==> src/rtl/modport_fifo_pkg.sv <==
// Shared types for the modport_fifo slice: packet type, default depth and command encoding.
package dataTypes;

    typedef logic [7:0] data_packet_sp;

    localparam int DEFAULT_DEPTH = 8;

    // Command code is {wr_en, rd_en, clear}
    typedef enum logic [2:0] {
        CMD_IDLE     = 3'b000,
        CMD_UNDO     = 3'b001,
        CMD_READ     = 3'b010,
        CMD_RD_CLEAR = 3'b011,
        CMD_WRITE    = 3'b100,
        CMD_WR_CLEAR = 3'b101,
        CMD_BYPASS   = 3'b110,
        CMD_ALL      = 3'b111
    } cmd_e;

endpackage

==> src/rtl/modport_fifo_if.sv <==
// Producer/consumer handshake bundle for modport_fifo; master drives commands, slave is the FIFO.
interface modport_fifo_if;
  import dataTypes::*;

  logic          clear;
  logic          rd_en;
  logic          wr_en;
  data_packet_sp wr_data;
  data_packet_sp rd_data;
  logic          fifo_empty;
  logic          fifo_full;
  logic          error;

  modport master (
    output clear, rd_en, wr_en, wr_data,
    input  rd_data, fifo_empty, fifo_full, error
  );

  modport slave (
    input  clear, rd_en, wr_en, wr_data,
    output rd_data, fifo_empty, fifo_full, error
  );

endinterface

==> src/rtl/modport_fifo_mem.sv <==
// DEPTH x 8 storage array: synchronous write port, combinational read port.
module modport_fifo_mem
  import dataTypes::*;
#(
  parameter int DEPTH = DEFAULT_DEPTH,
  localparam int PTR_W = $clog2(DEPTH)
) (
  input  logic             CLK,
  input  logic             we,
  input  logic [PTR_W-1:0] waddr,
  input  data_packet_sp    wdata,
  input  logic [PTR_W-1:0] raddr,
  output data_packet_sp    rdata
);

  data_packet_sp mem_r [DEPTH];

  // Storage write; contents are deliberately left unreset.
  always_ff @(posedge CLK) begin
    if (we) begin
      mem_r[waddr] <= wdata;
    end
  end

  assign rdata = mem_r[raddr];

endmodule

==> src/rtl/modport_fifo.sv <==
// Circular-buffer FIFO with write/read/undo/bypass commands and a registered error flag.
// Define MODPORT_FIFO_STICKY_ERROR_EN to make error latch until RESET.
module modport_fifo
  import dataTypes::*;
#(
  parameter int DEPTH = DEFAULT_DEPTH,
  localparam int PTR_W = $clog2(DEPTH),
  localparam int CNT_W = PTR_W + 1
) (
  input logic           CLK,
  input logic           RESET,
  modport_fifo_if.slave bus
);

  cmd_e             cmd_s;
  logic [PTR_W-1:0] rd_ptr_r, rd_ptr_s;
  logic [PTR_W-1:0] wr_ptr_r, wr_ptr_s;
  logic [CNT_W-1:0] count_r, count_s;
  data_packet_sp    rd_data_r, rd_data_s;
  data_packet_sp    mem_rdata_s;
  logic             error_r, error_s;
  logic             err_cmd_s;
  logic             mem_we_s;
  logic             empty_s;
  logic             full_s;

  assign empty_s = (count_r == {CNT_W{1'b0}});
  assign full_s  = (count_r == CNT_W'(DEPTH));
  assign cmd_s   = cmd_e'({bus.wr_en, bus.rd_en, bus.clear});

  modport_fifo_mem #(.DEPTH(DEPTH)) u_mem (
    .CLK   (CLK),
    .we    (mem_we_s),
    .waddr (wr_ptr_r),
    .wdata (bus.wr_data),
    .raddr (rd_ptr_r),
    .rdata (mem_rdata_s)
  );

  // Command decode: next pointers, count, read data and error condition.
  always_comb begin
    rd_ptr_s  = rd_ptr_r;
    wr_ptr_s  = wr_ptr_r;
    count_s   = count_r;
    rd_data_s = rd_data_r;
    err_cmd_s = 1'b0;
    mem_we_s  = 1'b0;
    case (cmd_s)
      CMD_IDLE: begin
        err_cmd_s = 1'b0;
      end
      CMD_WRITE: begin
        if (full_s) begin
          err_cmd_s = 1'b1;
        end else begin
          mem_we_s = 1'b1;
          wr_ptr_s = wr_ptr_r + PTR_W'(1'b1);
          count_s  = count_r + CNT_W'(1'b1);
        end
      end
      CMD_READ: begin
        if (empty_s) begin
          err_cmd_s = 1'b1;
        end else begin
          rd_data_s = mem_rdata_s;
          rd_ptr_s  = rd_ptr_r + PTR_W'(1'b1);
          count_s   = count_r - CNT_W'(1'b1);
        end
      end
      CMD_UNDO: begin
        if (empty_s) begin
          err_cmd_s = 1'b1;
        end else begin
          wr_ptr_s = wr_ptr_r - PTR_W'(1'b1);
          count_s  = count_r - CNT_W'(1'b1);
        end
      end
      CMD_BYPASS: begin
        // When full, rd_ptr == wr_ptr: the slot is read before it is overwritten.
        if (empty_s) begin
          rd_data_s = bus.wr_data;
        end else begin
          rd_data_s = mem_rdata_s;
          mem_we_s  = 1'b1;
          rd_ptr_s  = rd_ptr_r + PTR_W'(1'b1);
          wr_ptr_s  = wr_ptr_r + PTR_W'(1'b1);
        end
      end
      default: begin
        err_cmd_s = 1'b1;
      end
    endcase
`ifdef MODPORT_FIFO_STICKY_ERROR_EN
    error_s = error_r | err_cmd_s;
`else
    error_s = err_cmd_s;
`endif
  end

  // Control state registers.
  always_ff @(posedge CLK or negedge RESET) begin
    if (!RESET) begin
      rd_ptr_r  <= {PTR_W{1'b0}};
      wr_ptr_r  <= {PTR_W{1'b0}};
      count_r   <= {CNT_W{1'b0}};
      rd_data_r <= 8'h00;
      error_r   <= 1'b0;
    end else begin
      rd_ptr_r  <= rd_ptr_s;
      wr_ptr_r  <= wr_ptr_s;
      count_r   <= count_s;
      rd_data_r <= rd_data_s;
      error_r   <= error_s;
    end
  end

  assign bus.rd_data    = rd_data_r;
  assign bus.error      = error_r;
  assign bus.fifo_empty = empty_s;
  assign bus.fifo_full  = full_s;

endmodule

==> src/flat_wrapper.sv <==
// flat-port wrapper written by rule: the top's interface ports become plain ports
module modport_fifo_flat import dataTypes::*;
#(
  parameter int DEPTH = DEFAULT_DEPTH,
  localparam int PTR_W = $clog2(DEPTH),
  localparam int CNT_W = PTR_W + 1
)
  (CLK, RESET, bus_clear, bus_rd_en, bus_wr_en, bus_wr_data, bus_rd_data, bus_fifo_empty, bus_fifo_full, bus_error);
  modport_fifo_if bus_i ();
  input logic CLK;
  input logic RESET;
  input wire logic [$bits(bus_i.clear)-1:0] bus_clear;
  input wire logic [$bits(bus_i.rd_en)-1:0] bus_rd_en;
  input wire logic [$bits(bus_i.wr_en)-1:0] bus_wr_en;
  input wire logic [$bits(bus_i.wr_data)-1:0] bus_wr_data;
  output wire logic [$bits(bus_i.rd_data)-1:0] bus_rd_data;
  output wire logic [$bits(bus_i.fifo_empty)-1:0] bus_fifo_empty;
  output wire logic [$bits(bus_i.fifo_full)-1:0] bus_fifo_full;
  output wire logic [$bits(bus_i.error)-1:0] bus_error;
  assign bus_i.clear = bus_clear;
  assign bus_i.rd_en = bus_rd_en;
  assign bus_i.wr_en = bus_wr_en;
  assign bus_i.wr_data = bus_wr_data;
  assign bus_rd_data = bus_i.rd_data;
  assign bus_fifo_empty = bus_i.fifo_empty;
  assign bus_fifo_full = bus_i.fifo_full;
  assign bus_error = bus_i.error;
  modport_fifo #(.DEPTH(DEPTH)) u_core (.CLK(CLK), .RESET(RESET), .bus(bus_i));
endmodule
==> config.mk <==
export PLATFORM = sky130hd
export DESIGN_NAME = modport_fifo_flat
export DESIGN_NICKNAME = d
export VERILOG_FILES = /design/src/rtl/modport_fifo_pkg.sv /design/src/rtl/modport_fifo_if.sv /design/src/rtl/modport_fifo_mem.sv /design/src/rtl/modport_fifo.sv /design/src/flat_wrapper.sv
export SDC_FILE = /design/constraint.sdc
export NUM_CORES = 1
export LEC_CHECK = 0
export CORE_ASPECT_RATIO = 0.6
export CORE_MARGIN = 10
export CORE_UTILIZATION = 51
export DETAILED_ROUTE_END_ITERATION = 10
export MAX_ROUTING_LAYER = met4
export PLACE_DENSITY = 0.73
export SYNTH_ARGS = -nofsm -noshare
export SYNTH_HDL_FRONTEND = slang
export SYNTH_SLANG_ARGS = --single-unit
==> constraint.sdc <==
create_clock -name CLK -period 1.7 [get_ports CLK]
set_clock_uncertainty 0.05 [all_clocks]
set_input_delay 0.34 -clock CLK [delete_from_list [all_inputs] [get_ports CLK]]
set_output_delay 0.34 -clock CLK [all_outputs]
set_load 0.05 [all_outputs]
==> impl_metrics.yaml <==
logic_synthesis:
  synth_commonest_cells: "64 x edfxtp_1, 19 x dfrtp_1, 17 x nor2_1, 16 x nand2_1, 9 x mux4_2"
  synth_compound_area_share_pct: 5.59
  synth_fp_nets: 236
  muxShareOfSynthArea_pct: 14.0
  synth_top_area_share_pct: 53.6
  synth_simple_gate_area_share_pct: 6.60
  synth-seq-cells: 83
  syn_inst: 218
  synth.avg_cell_area_sq_um: 16.4
  synth_edf_count: 64
  ys_warn_count: 0
  synthXorXnorAreaFrac_pct: 1.96
  synth_most_common_cell: "edfxtp_1"
  syn_area_sq_um: 3580
  synth_top_family_by_area: "multiplexers"
  synth_area_leader_cell: "edfxtp_1"
  synth_flop_cell: "edfxtp_1"
  ys_async_sr_fraction_pct: 22.9
  yosysUniqueCellTypes: 42
  synth.top_cells.by_area: "edfxtp_1 54%, dfrtp_1 13%, mux4_2 5.7%"
  ys_seq_area_share_pct: 66.9
  synth_fa_ha_area_share_pct: 2.16
grt:
  grt_overflow: 0
  antenna_found_initial: 0
  grt_util_all_layers_pct: 17.0
  grt_pass1_vias: 2360
  grt_max_degree: 20
  grt_pass1_wl_microns: 13700
cts:
  cts_tree: "built"
  insertion_delay_ns: 0.33
  cts_buffers: 9
  clockBufferDepth: 2
  cts.sink_count: 83
  cts_root_buf: "clkbuf_16"
  clk_pin_slew_ns: 0.06
  h-tree-depth: 3
sta:
  max_freq_mhz: 480
  period_share_pct: 122
  fin_ws_ns: -0.382
  worst_slew_pin_slew_ns: 0.388
  fin_crit_ns: 2.08
  setup_viol: 85
  whs_ns: 0.294
  setup_total_negative_slack_ns: -14.89
  maxSlewViolCount: 0
  max-slew-margin-rel_pct: 73.9
  rsz0062_at_grt: "true"
  finalHoldViolations: 0
drt:
  viasPerCell: 5.89
  vias: 2320
  initialDrtViolationCount: 184
  ant_nets: 0
  dr.pass1.iters: 4
  wl_per_cell_microns: 21.9
  drc_errors: 0
  routed_wl_microns: 8610
place:
  port_buffers: 23
  place_inst: 359
  dpl.hpwl_microns: 5630
  place_ws_ns: -0.703
  gp_congestion: 0.855
power_and_ir_drop:
  pwr-share-clk_pct: 25.1
  p_sw_w: 0.00269
  p_leak_nw: 1.89
  p_seq_share_pct: 34.6
  intPower_w: 0.00550
  power_per_cell_area_nw_per_um2: 1630
  peakVddDrop_v: 0.00100
  pwr-share-comb_pct: 40.4
  swShare_pct: 32.8
layout:
  seqCellArea_sq_um: 2400
  syn2layout_area_growth_pct: 40.0
  diodes: 0
  nets: 321
  final_util_pct: 74.5
  multi_input_comb_area_sq_um: 1320
  fill_cells: 405
  fin_cells: 394
  final_layout_size_suffix_gt1_share_pct: 45.9
die:
  pin_count: 24
  dieHeight_microns: 84.9
  dieArea_sq_um: 10900
  coreArea_sq_um: 6730
  fp-row-count: 23
  initial_core_util_pct: 53.2
  die_w_microns: 128
run:
  maxCapViolCount: 0
min_path:
  hold_path.class: "in2async"
worst_setup_path:
  worstSetupEndpointType: "primary output"
  worst-path-max-fanout: 3
  crit_path_start_kind: "flip-flop"
  arrival_ns: 1.69
  required_ns: 1.31
  path_class: "reg2out"
run_status:
  outcome: "complete, but fails checks"
  violations: "negative setup slack"
-- metrics by stage --
stage,area [sq um],total power [W]
after floorplan,3770,0.00464
after global placement,4340,0.00558
after detailed placement,4340,0.00563
after CTS,4970,0.00806
after global routing,5020,0.00855
final,5020,0.00819
-- kinds of logic after synthesis --
kind of cell / count (synthesis)
compound gates: 26
xor+xnor: 8
fa+ha+maj: 5
buf+inv: 17
flops: 83
mux: 27
simple gates: 52
-- placed cells by master, fill, tap and decap left out, types with 2 or more instances in the layout --
cell	n
a211o_1	5
a21oi_1	4
buf_12	7
buf_4	46
buf_6	21
bufinv_16	2
clkbuf_1	2
clkbuf_16	9
clkdlybuf4s50_1	10
dfrtp_1	16
dfrtp_2	3
dlygate4sd2_1	2
edfxtp_1	64
ha_1	2
inv_1	3
mux2_2	4
mux2i_1	6
mux4_1	5
mux4_2	11
nand2_1	12
nand2_2	2
nand3_1	7
nor2_1	8
nor2_4	8
nor2b_4	2
nor3_4	2
o211ai_1	3
o21ai_0	2
o221a_2	2
xnor2_1	3
xor2_1	4
-- metal layers --
layer	up-vias	GRT usage (%)	share of wire, %
li1	1020	-	-
met1	1222	23.2	47
met2	69	23.9	47
met3	9	4.91	5.2
met4	0	5.50	0.75
met5	-	-	0
-- worst max-delay path: stages (launching register included) --
cell and delay [ns]:
dfrtp_2 0.44, or4_4 0.61, inv_12 0.08, buf_6 0.10, buf_12 0.12
-- sequential cells by signal (all words and copies together), names as in the netlist --
name and flops:
u_core.bus.error 1, u_core.count_r 4, u_core.u_mem.mem_r 64, u_core.bus.rd_data 8, u_core.rd_ptr_r 3, u_core.wr_ptr_r 3
-- cell type report --
| type | count | area share, % |
|---|---|---|
| Clock inverter | 3 | 1.27 |
| Clock buffer | 12 | 4.91 |
| Inverter | 5 | 0.698 |
| Tap cell | 87 | 2.17 |
| Sequential cell | 83 | 47.9 |
| Multi-Input combinational cell | 118 | 26.4 |
| Timing Repair Buffer | 86 | 16.7 |
-- final timing paths --
kind,slack [ns],startpoint,to,cells past startpoint
max in group asynchronous,1.07,RESET,u_core.count_r[0]$_DFFE_PN0P_,2
hold reg to reg,0.44,u_core.bus.rd_data[7]$_DFFE_PN0P_,u_core.bus.rd_data[7]$_DFFE_PN0P_,1
setup / recovery,-0.38,u_core.count_r[0]$_DFFE_PN0P_,bus_fifo_empty,4
min in group CLK,0.44,u_core.bus.rd_data[7]$_DFFE_PN0P_,u_core.bus.rd_data[7]$_DFFE_PN0P_,1
setup reg to reg,-0.37,u_core.count_r[0]$_DFFE_PN0P_,u_core.wr_ptr_r[2]$_DFFE_PN0P_,6
hold / removal,0.29,RESET,u_core.bus.error$_DFF_PN0_,2
-- what timing repair did --
action	in CTS	in global routing
hold endpoints to repair	0	0
pin swaps	17	7
hold buffers	0	0
gates cloned	0	0
resized for setup	40	11
endpoints found under the setup margin	83	85
setup buffers	19	3
-- power by group through the flow --
stage          Clock (W)  Sequential (W)  Combinational [W]
6_report         0.00205         0.00283            0.00331
5_1_grt          0.00215         0.00286            0.00353
4_1_cts          0.00207         0.00281            0.00318
3_5_place_dp           0         0.00284            0.00279
3_3_place_gp           0         0.00284            0.00274
2_1_floorplan          0         0.00312            0.00152
(Power assumes the default switching activity.)
